### src/rtl/pmp_csr_regfile.sv
// PMP CSR register file: owns pmpcfg/pmpaddr state, runs IDLE->RD->WR->RSP read-modify-write per request.
// Optional PMP_NA4_SUPPRESS_EN: cfg bytes written with A=NA4 are stored as A=OFF (granularity G>=1).
module pmp_csr_regfile #(
  parameter int PMP_ENTRIES = 16,
  parameter int XLEN        = 64,
  parameter int PA_BITS     = 56
) (
  input  logic                                  clk,
  input  logic                                  reset_n,
  input  logic                                  ReqValid,
  output logic                                  ReqReady,
  input  logic [1:0]                            ReqOp,
  input  logic [11:0]                           ReqCSR,
  input  logic [XLEN-1:0]                       ReqWData,
  output logic                                  RspValid,
  input  logic                                  RspReady,
  output logic [XLEN-1:0]                       RspRData,
  output logic                                  RspIllegal,
  output logic [PMP_ENTRIES-1:0][7:0]           PMPCFG_ARRAY_REGW,
  output logic [PMP_ENTRIES-1:0][PA_BITS-3:0]   PMPADDR_ARRAY_REGW
);

  localparam int NB = XLEN / 8;
  localparam int AW = PA_BITS - 2;
  localparam int CW = (AW < XLEN) ? AW : XLEN;

  typedef enum logic [1:0] {S_IDLE, S_RD, S_WR, S_RSP} state_t;

  state_t                            state_q;
  logic [1:0]                        op_q;
  logic [11:0]                       csr_q;
  logic [XLEN-1:0]                   wdata_q;
  logic                              ready_q;
  logic                              rsp_vld_q;
  logic                              ill_q;
  logic [XLEN-1:0]                   old_q;
  logic [PMP_ENTRIES-1:0][7:0]       cfg_q, cfg_d;
  logic [PMP_ENTRIES-1:0][AW-1:0]    addr_q, addr_d;

  logic                              cfg_ok;
  logic                              addr_sel;
  logic                              illegal;
  int                                cfg_base;
  int                                addr_idx;
  logic [XLEN-1:0]                   old_val;
  logic [XLEN-1:0]                   new_val;
  logic                              do_wr;
  logic [PMP_ENTRIES-1:0]            tor_lk;
  logic [7:0]                        nb;

  // pmpcfgN covers entries 4N..4N+NB-1; with XLEN=64 only even N exist.
  always_comb begin
    cfg_ok   = (csr_q[11:4] == 8'h3A) && !((XLEN == 64) && csr_q[0]);
    addr_sel = (csr_q >= 12'h3B0) && (csr_q <= 12'h3EF);
    illegal  = !(cfg_ok || addr_sel);
    cfg_base = 4 * int'(csr_q[3:0]);
    addr_idx = int'(csr_q) - 32'h3B0;
  end

  always_comb begin
    old_val = '0;
    if (cfg_ok) begin
      for (int b = 0; b < NB; b++)
        for (int e = 0; e < PMP_ENTRIES; e++)
          if (e == cfg_base + b) old_val[8*b +: 8] = cfg_q[e];
    end else if (addr_sel) begin
      for (int e = 0; e < PMP_ENTRIES; e++)
        if (e == addr_idx) old_val[CW-1:0] = addr_q[e][CW-1:0];
    end
  end

  always_comb begin
    case (op_q)
      2'b00:   new_val = wdata_q;
      2'b01:   new_val = old_q | wdata_q;
      2'b10:   new_val = old_q & ~wdata_q;
      default: new_val = old_q;
    endcase
    do_wr = (op_q != 2'b11) && !ill_q;
  end

  // An entry's address is frozen when the next entry is a locked TOR region.
  always_comb begin
    tor_lk = '0;
    for (int e = 0; e < PMP_ENTRIES - 1; e++)
      tor_lk[e] = cfg_q[e+1][7] && (cfg_q[e+1][4:3] == 2'b01);
  end

  always_comb begin
    cfg_d  = cfg_q;
    addr_d = addr_q;
    nb     = '0;
    if (do_wr && cfg_ok) begin
      for (int b = 0; b < NB; b++)
        for (int e = 0; e < PMP_ENTRIES; e++)
          if (e == cfg_base + b) begin
            nb      = new_val[8*b +: 8];
            nb[6:5] = 2'b00;
`ifdef PMP_NA4_SUPPRESS_EN
            if (nb[4:3] == 2'b10) nb[4:3] = 2'b00;
`else
            nb[4:3] = nb[4:3];
`endif
            if (!cfg_q[e][7] && !(!nb[0] && nb[1])) cfg_d[e] = nb;
          end
    end else if (do_wr && addr_sel) begin
      for (int e = 0; e < PMP_ENTRIES; e++)
        if ((e == addr_idx) && !cfg_q[e][7] && !tor_lk[e]) begin
          addr_d[e]         = '0;
          addr_d[e][CW-1:0] = new_val[CW-1:0];
        end
    end
  end

  always_ff @(posedge clk or negedge reset_n) begin
    if (!reset_n) begin
      state_q   <= S_IDLE;
      op_q      <= 2'b11;
      csr_q     <= '0;
      wdata_q   <= '0;
      ready_q   <= 1'b1;
      rsp_vld_q <= 1'b0;
      ill_q     <= 1'b0;
      old_q     <= '0;
      cfg_q     <= '0;
      addr_q    <= '0;
    end else begin
      case (state_q)
        S_IDLE: if (ReqValid && ready_q) begin
          op_q    <= ReqOp;
          csr_q   <= ReqCSR;
          wdata_q <= ReqWData;
          ready_q <= 1'b0;
          state_q <= S_RD;
        end
        S_RD: begin
          old_q   <= old_val;
          ill_q   <= illegal;
          state_q <= S_WR;
        end
        S_WR: begin
          cfg_q     <= cfg_d;
          addr_q    <= addr_d;
          rsp_vld_q <= 1'b1;
          state_q   <= S_RSP;
        end
        S_RSP: if (RspReady) begin
          rsp_vld_q <= 1'b0;
          ready_q   <= 1'b1;
          state_q   <= S_IDLE;
        end
      endcase
    end
  end

  assign ReqReady           = ready_q;
  assign RspValid           = rsp_vld_q;
  assign RspRData           = old_q;
  assign RspIllegal         = ill_q;
  assign PMPCFG_ARRAY_REGW  = cfg_q;
  assign PMPADDR_ARRAY_REGW = addr_q;

endmodule

### config.mk
export PLATFORM = sky130hd
export DESIGN_NAME = pmp_csr_regfile
export DESIGN_NICKNAME = d
export VERILOG_FILES = /design/src/rtl/pmp_csr_regfile.sv
export SDC_FILE = /design/constraint.sdc
export NUM_CORES = 2
export LEC_CHECK = 0
export ABC_AREA = 1
export BUFFER_PORTS_ARGS = -buffer_cell sky130_fd_sc_hd__buf_4
export CORE_AREA = 2 2 449 451
export CTS_CLUSTER_DIAMETER = 60
export DETAILED_ROUTE_END_ITERATION = 10
export DIE_AREA = 0 0 451 453
export SLEW_MARGIN = 20
export SYNTH_ARGS = -nofsm -noshare
export SYNTH_HDL_FRONTEND = slang
export SYNTH_SLANG_ARGS = --single-unit
### constraint.sdc
create_clock -name clk -period 2.8 [get_ports clk]
set_clock_uncertainty 0.1 [all_clocks]
set_input_delay 0.42 -clock clk [delete_from_list [all_inputs] [get_ports clk]]
set_output_delay 0.42 -clock clk [all_outputs]
set_load 0.05 [all_outputs]
# Yosys cells after proc, flatten, opt, wreduce, memory -nomap -nowiden

Cells that the tools add are included.

Output and inout port bits: 1059
Bits in latches: 0
Memory bits (writable): 0
Memory bits (read-only): 0
Register bits after elaboration: 1139
Memories: 0
Input port bits: 82

Multiply operators: 0
Div/mod/pow operators: 0
$lt $le $gt $ge: 2
Multiplexer cells: 392
Add/sub/neg operators: 8
Shift-type cells: 0
Reductions and logical operators: 261
Equal/unequal tests: 147
Bitwise operators: 4

Operators with widths:

| cell                     | number |
|---|---|
| $mux W8                  | 364 |
| $eq A5 B32 Y1 const A    | 49 |
| $mux W54                 | 18 |
| $eq A4 B32 Y1 const A    | 28 |
| $eq A3 B32 Y1 const A    | 14 |
| $logic_not A32 Y1        | 9 |
| $eq A2 B32 Y1 const A    | 7 |
| $pmux W64 S3             | 1 |
| $logic_and A1 B1 Y1      | 176 |
| $eq A5 B13 Y1 const A    | 8 |
| $and A64 B64 Y64         | 1 |
| $not A64 Y64             | 1 |
| $or A64 B64 Y64          | 1 |
| $reduce_and A4 Y1        | 16 |
| $eq A4 B13 Y1 const A    | 4 |
| $logic_not A1 Y1         | 50 |
| $eq A4 B7 Y1 const A     | 7 |
| $eq A2 B1 Y1 const B     | 17 |
| $add A6 B3 Y7 const B    | 4 |
| $eq A3 B13 Y1 const A    | 2 |
| $add A6 B2 Y7 const B    | 2 |
| $eq A2 B13 Y1 const A    | 1 |
| $sub A12 B10 Y13 const B | 1 |
| $ge A12 B10 Y1 const B   | 1 |
| 18 further kinds         | 32 |

# Logic depth before layout (Yosys ltp)

Depth in word-level cells: 24
Gate-level depth with buffers: 19
Depth with buffers taken out: 17

# Worst setup path before layout

No wires, ideal clock.

Path kind: flip-flop to flip-flop
Start point: register op_q[1]
End point: register cfg_q, in the netlist PMPCFG_ARRAY_REGW[87]
Setup time: 0.124 ns
Setup slack: 0.439 ns
Data arrival time: 2.136 ns
Clock period less this slack: 2.361 ns
Stages on the path, launching flop included: 13
Path buffers: 2
Cells stage by stage: dfstp_2 -> buf_2 -> inv_2 -> buf_2 -> a22oi_1 -> inv_1 -> nor2_1 -> inv_1 -> nand3_1 -> nand2_1 -> nand2_1 -> a21oi_1 -> or2_1

Cells in the longest elaborated chain, start to end: 21

RTL lines:

| element                                    | line | text |
|---|---|---|
| from (decl)                                | 30   | `logic [1:0] op_q;` |
| from (signal assigned)                     | 130  | `op_q <= ReqOp;` |
| $eq A2 B2 Y1, or another cell as far along | 73   | `case (op_q)` |
| $pmux W64 S3                               | 73   |  |
| $logic_not A1 Y1                           | 104  | `if (!cfg_q[e][7] && !(!nb[0] && nb[1])) cfg_d[e] = nb;` |
| $logic_and A1 B1 Y1                        | 104  |  |
| $logic_not A1 Y1                           | 104  |  |
| $logic_and A1 B1 Y1                        | 104  |  |
| $mux W8                                    | 104  |  |
| $mux W8                                    | 96   | `if (e == cfg_base + b) begin` |
| [... 5 more ...]                           | n/a  |  |
| $mux W8                                    | 104  |  |
| $mux W8                                    | 96   |  |
| $mux W8                                    | 104  |  |
| $mux W8                                    | 96   |  |
| $mux W8                                    | 104  |  |
| $mux W8                                    | 96   |  |
| $mux W8                                    | 104  |  |
| $mux W8                                    | 96   |  |
| to (signal assigned)                       | 142  | `cfg_q <= cfg_d;` |
| to (decl)                                  | 37   | `logic [PMP_ENTRIES-1:0][7:0] cfg_q, cfg_d;` |

Several ways; a longest one is shown, not always the timed one. The select of a mux whose other input is x is not followed.
A chain may end at the register's enable or synchronous reset.

# Final worst setup path

Start point: register csr_q[11]
End point: register old_q[50] (netlist: RspRData[50])

Cells in the longest elaborated chain, start to end: 20

RTL lines:

| element                | line | text |
|---|---|---|
| from (decl)            | 31   | `logic [11:0] csr_q;` |
| from (signal assigned) | 131  | `csr_q <= ReqCSR;` |
| $sub A12 B10 Y13       | 57   | `addr_idx = int'(csr_q) - 32'h3B0;` |
| $logic_not A32 Y1      | 68   | `if (e == addr_idx) old_val[CW-1:0] = addr_q[e][CW-1:0];` |
| $mux W54 (16 in a row) | 68   |  |
| $mux W54               | 66   | `end else if (addr_sel) begin` |
| $mux W54 (*)           | 62   | `if (cfg_ok) begin` |
| to (signal assigned)   | 137  | `old_q <= old_val;` |
| to (decl)              | 36   | `logic [XLEN-1:0] old_q;` |

Mark *: on every way between the ends. The rest lies on a longest branch, timed or not.

==> flow_metrics.env <==
export IMPL_syn_nets=6211
export IMPL_ys_seq_area_share_pct=55.2
export IMPL_coreArea_um2=199000
export IMPL_regToRegSetupSlack_ns=-0.35
export IMPL_track_usage_pct=31.6
export IMPL_cp_arrival_ns=3.76
export IMPL_final_cell_mix="nand2_1 (1590), buf_4 (1586), dfrtp_1 (1132)"
export IMPL_gp_congestion=0.976
export IMPL_htree_levels=4
export IMPL_fin_crit_ns=3.15
export IMPL_finalPower_mw=56.8
export IMPL_clock_latency_ns=0.85
export IMPL_hp_class="in -> async"
export IMPL_cts_buffers=147
export IMPL_cts_root_buf="clkbuf_16"
export IMPL_firstDrtPassIters=8
export IMPL_max_cap_violations=0
export IMPL_grt_overflow=0
export IMPL_die_h_um=453
export IMPL_synth_cell_types=52
export IMPL_maxSlewViolCount=0
export IMPL_setup_viol=50
export IMPL_violations="setup timing"
export IMPL_grt_max_degree=77
export IMPL_syn_inst=6124
export IMPL_wl_per_cell_um=32.0
export IMPL_max_freq_ghz=0.318
export IMPL_synthFlopType="dfrtp_1"
export IMPL_relSlewSlack_pct=30.4
export IMPL_irDropWorstVdd_mv=0.625
export IMPL_path_max_fanout=7
export IMPL_yosys_register_bits=1136
export IMPL_syn_area_per_cell_um2=8.40
export IMPL_drive_gt1_share_pct=32.5
export IMPL_antenna_found_initial=16
export IMPL_rows=164
export IMPL_initial_core_util_pct=25.8
export IMPL_vias=55500
export IMPL_cp_end_kind="flip-flop"
export IMPL_grt_pass1_vias=51800
export IMPL_rsz0062_at_grt="true"
export IMPL_setup_ws_ns=-0.346
export IMPL_layout_commonest_cell="nand2_1"
export IMPL_cp_data_required_time_ns=3.41
export IMPL_dpl_instance_area_um2=67600
export IMPL_grt_pass1_wl_mm=450
export IMPL_synthToLayoutAreaGrowth_pct=48.9
export IMPL_tritoncts="yes"
export IMPL_async_flop_share_pct=100
export IMPL_synth_area_um2=51500
export IMPL_final_cell_area_um2=76600
export IMPL_fin_cells=10500
export IMPL_fin_nets=7835
export IMPL_via_per_inst=5.27
export IMPL_p_per_area_nw_per_um2=741
export IMPL_cts_sinks=1136
export IMPL_dieWidth_um=451
export IMPL_drc_errors=0
export IMPL_io_pins=1141
export IMPL_totalWireLength_mm=337
export IMPL_ant_nets=0
export IMPL_drt_iter0_markers=7303
export IMPL_synth_edf_count=0
export IMPL_path_class="reg -> reg"
export IMPL_dp_hpwl_mm=256
export IMPL_dp_cells=10100
export IMPL_power_leakage_nw=36.1
export IMPL_cts_clk_slew_worst_paths_ns=0.06
export IMPL_r2r_start="csr_q[11]"
export IMPL_timing_final_crit_share_pct=112
export IMPL_die_area_um2=204000
export IMPL_n_fill_cell=20000
export IMPL_hold_viol_final=0
export IMPL_cts_buffer_depth=3
export IMPL_cp_startpoint="csr_q[11]"
export IMPL_startpoint_type="flip-flop"
export IMPL_port_buffers=1137
export IMPL_tightest_slew_ns=1.04
export IMPL_status="finished, violations left"
export IMPL_yosysWarnings=0
## report_power, final
group / switching, mW / internal, mW / total, mW
Combinational: 13.5 / 4.65 / 18.2
Clock: 8.12 / 11.7 / 19.9
Sequential: 1.27 / 17.4 / 18.7
Total: 22.9 / 33.8 / 56.8
## registers in the layout, summed over array words and instances (netlist names)
register and flops:
state_q 2, RspIllegal 1, ReqReady 1, wdata_q 61, op_q 2, PMPADDR_ARRAY_REGW 864
RspValid 1, PMPCFG_ARRAY_REGW 128, RspRData 64, csr_q 12
## routing by layer
metal  share of wire (%)  GRT usage [%]  vias up
li1                    -              -    23600
met1                  39           40.3    27700
met2                  43           47.4     3501
met3                 9.6           8.04      721
met4                 8.2           21.1        0
met5                   0              0        -
## what timing repair did
item | in CTS | in global routing
hold buffers | 82 | 0
pin swaps | 131 | 200
setup endpoints to repair | 78 | 554
endpoints found under the hold margin | 475 | 0
gates cloned | 6 | 8
buffers inserted | 69 | 59
resized for setup | 283 | 205
## final cells by class
class	instances	area (um^2)	share of cell area (%)
flip-flops and latches	1136	28400	37.1
diodes	9	22.5	0.0294
multi-input cells	4148	21300	27.8
well taps	2656	3320	4.34
clock inverters	52	642	0.838
inverters	402	1530	1.99
repair buffers	1913	17000	22.2
clock buffers	210	4370	5.70
## path summary, 6_finish.rpt
check / to / cells past startpoint
setup / recovery: RspRData[50] / 18
hold / removal: wdata_q[5] / 2
setup reg to reg: RspRData[50] / 18
hold reg to reg: RspRData[61] / 2
max in group asynchronous: PMPADDR_ARRAY_REGW[370] / 4
min in group clk: wdata_q[31] / 3
## kinds of logic after synthesis
logic type | count (synthesis) | share of synthesized area, %
AO/OA/AOI/OAI | 1598 | 16.5
buffers and inverters | 840 | 6.52
multiplexers | 63 | 1.38
adder cells (fa/ha/maj) | 5 | 0.122
AND/OR/NAND/NOR | 2482 | 20.2
flip-flops | 1136 | 55.2
## synthesized netlist by cell type (8+ instances only)
| cell type | instances | area share [%] |
|---|---|---|
| inv_2 | 15 | 0.11 |
| nor2_1 | 413 | 3.0 |
| o22ai_1 | 35 | 0.43 |
| nand2_1 | 1693 | 12 |
| nand3_1 | 95 | 0.92 |
| buf_4 | 10 | 0.15 |
| nor3_1 | 14 | 0.14 |
| o211ai_1 | 14 | 0.20 |
| a21oi_1 | 366 | 3.6 |
| a221oi_1 | 20 | 0.34 |
| buf_1 | 14 | 0.10 |
| buf_6 | 8 | 0.18 |
| inv_1 | 385 | 2.8 |
| clkbuf_1 | 322 | 2.3 |
| mux2_2 | 63 | 1.4 |
| o21ai_0 | 1030 | 10 |
| o31ai_1 | 9 | 0.13 |
| o221ai_1 | 15 | 0.26 |
| nand4_1 | 167 | 2.0 |
| a22oi_1 | 61 | 0.89 |
| buf_2 | 83 | 0.81 |
| dfrtp_1 | 1133 | 55 |
| nor3b_1 | 47 | 0.69 |
| o21ai_1 | 23 | 0.22 |
## metrics by stage
stage               worst slack (ns)  util [%]  hold WS, ns  setup TNS, ns
floorplan                      0.439         -       0.0244              0
global placement              -0.758      33.9        0.325         -15.27
detailed placement            -0.759      33.9        0.333         -15.85
CTS                           -0.317      37.8       0.0454          -8.73
global route                  -0.375      38.4       0.0663         -13.04
finish                        -0.346      38.5       0.0340          -8.52
## critical path, stage by stage, from the launching register on
cell	delay [ns]
dfrtp_1	0.39
inv_2	0.08
nand2_4	0.06
nor2_4	0.14
nand2_4	0.10
buf_6	0.14
nor2_4	0.09
buf_12	0.17
buf_8	0.13
buf_6	0.10
a21oi_2	0.04
nand2_2	0.08
nand4_1	0.21
nor3b_4	0.35
nand4_1	0.26
nor2_2	0.22
nand4_1	0.16
nand2_2	0.14
a21oi_2	0.06
Power figures use the tool's default switching activity.
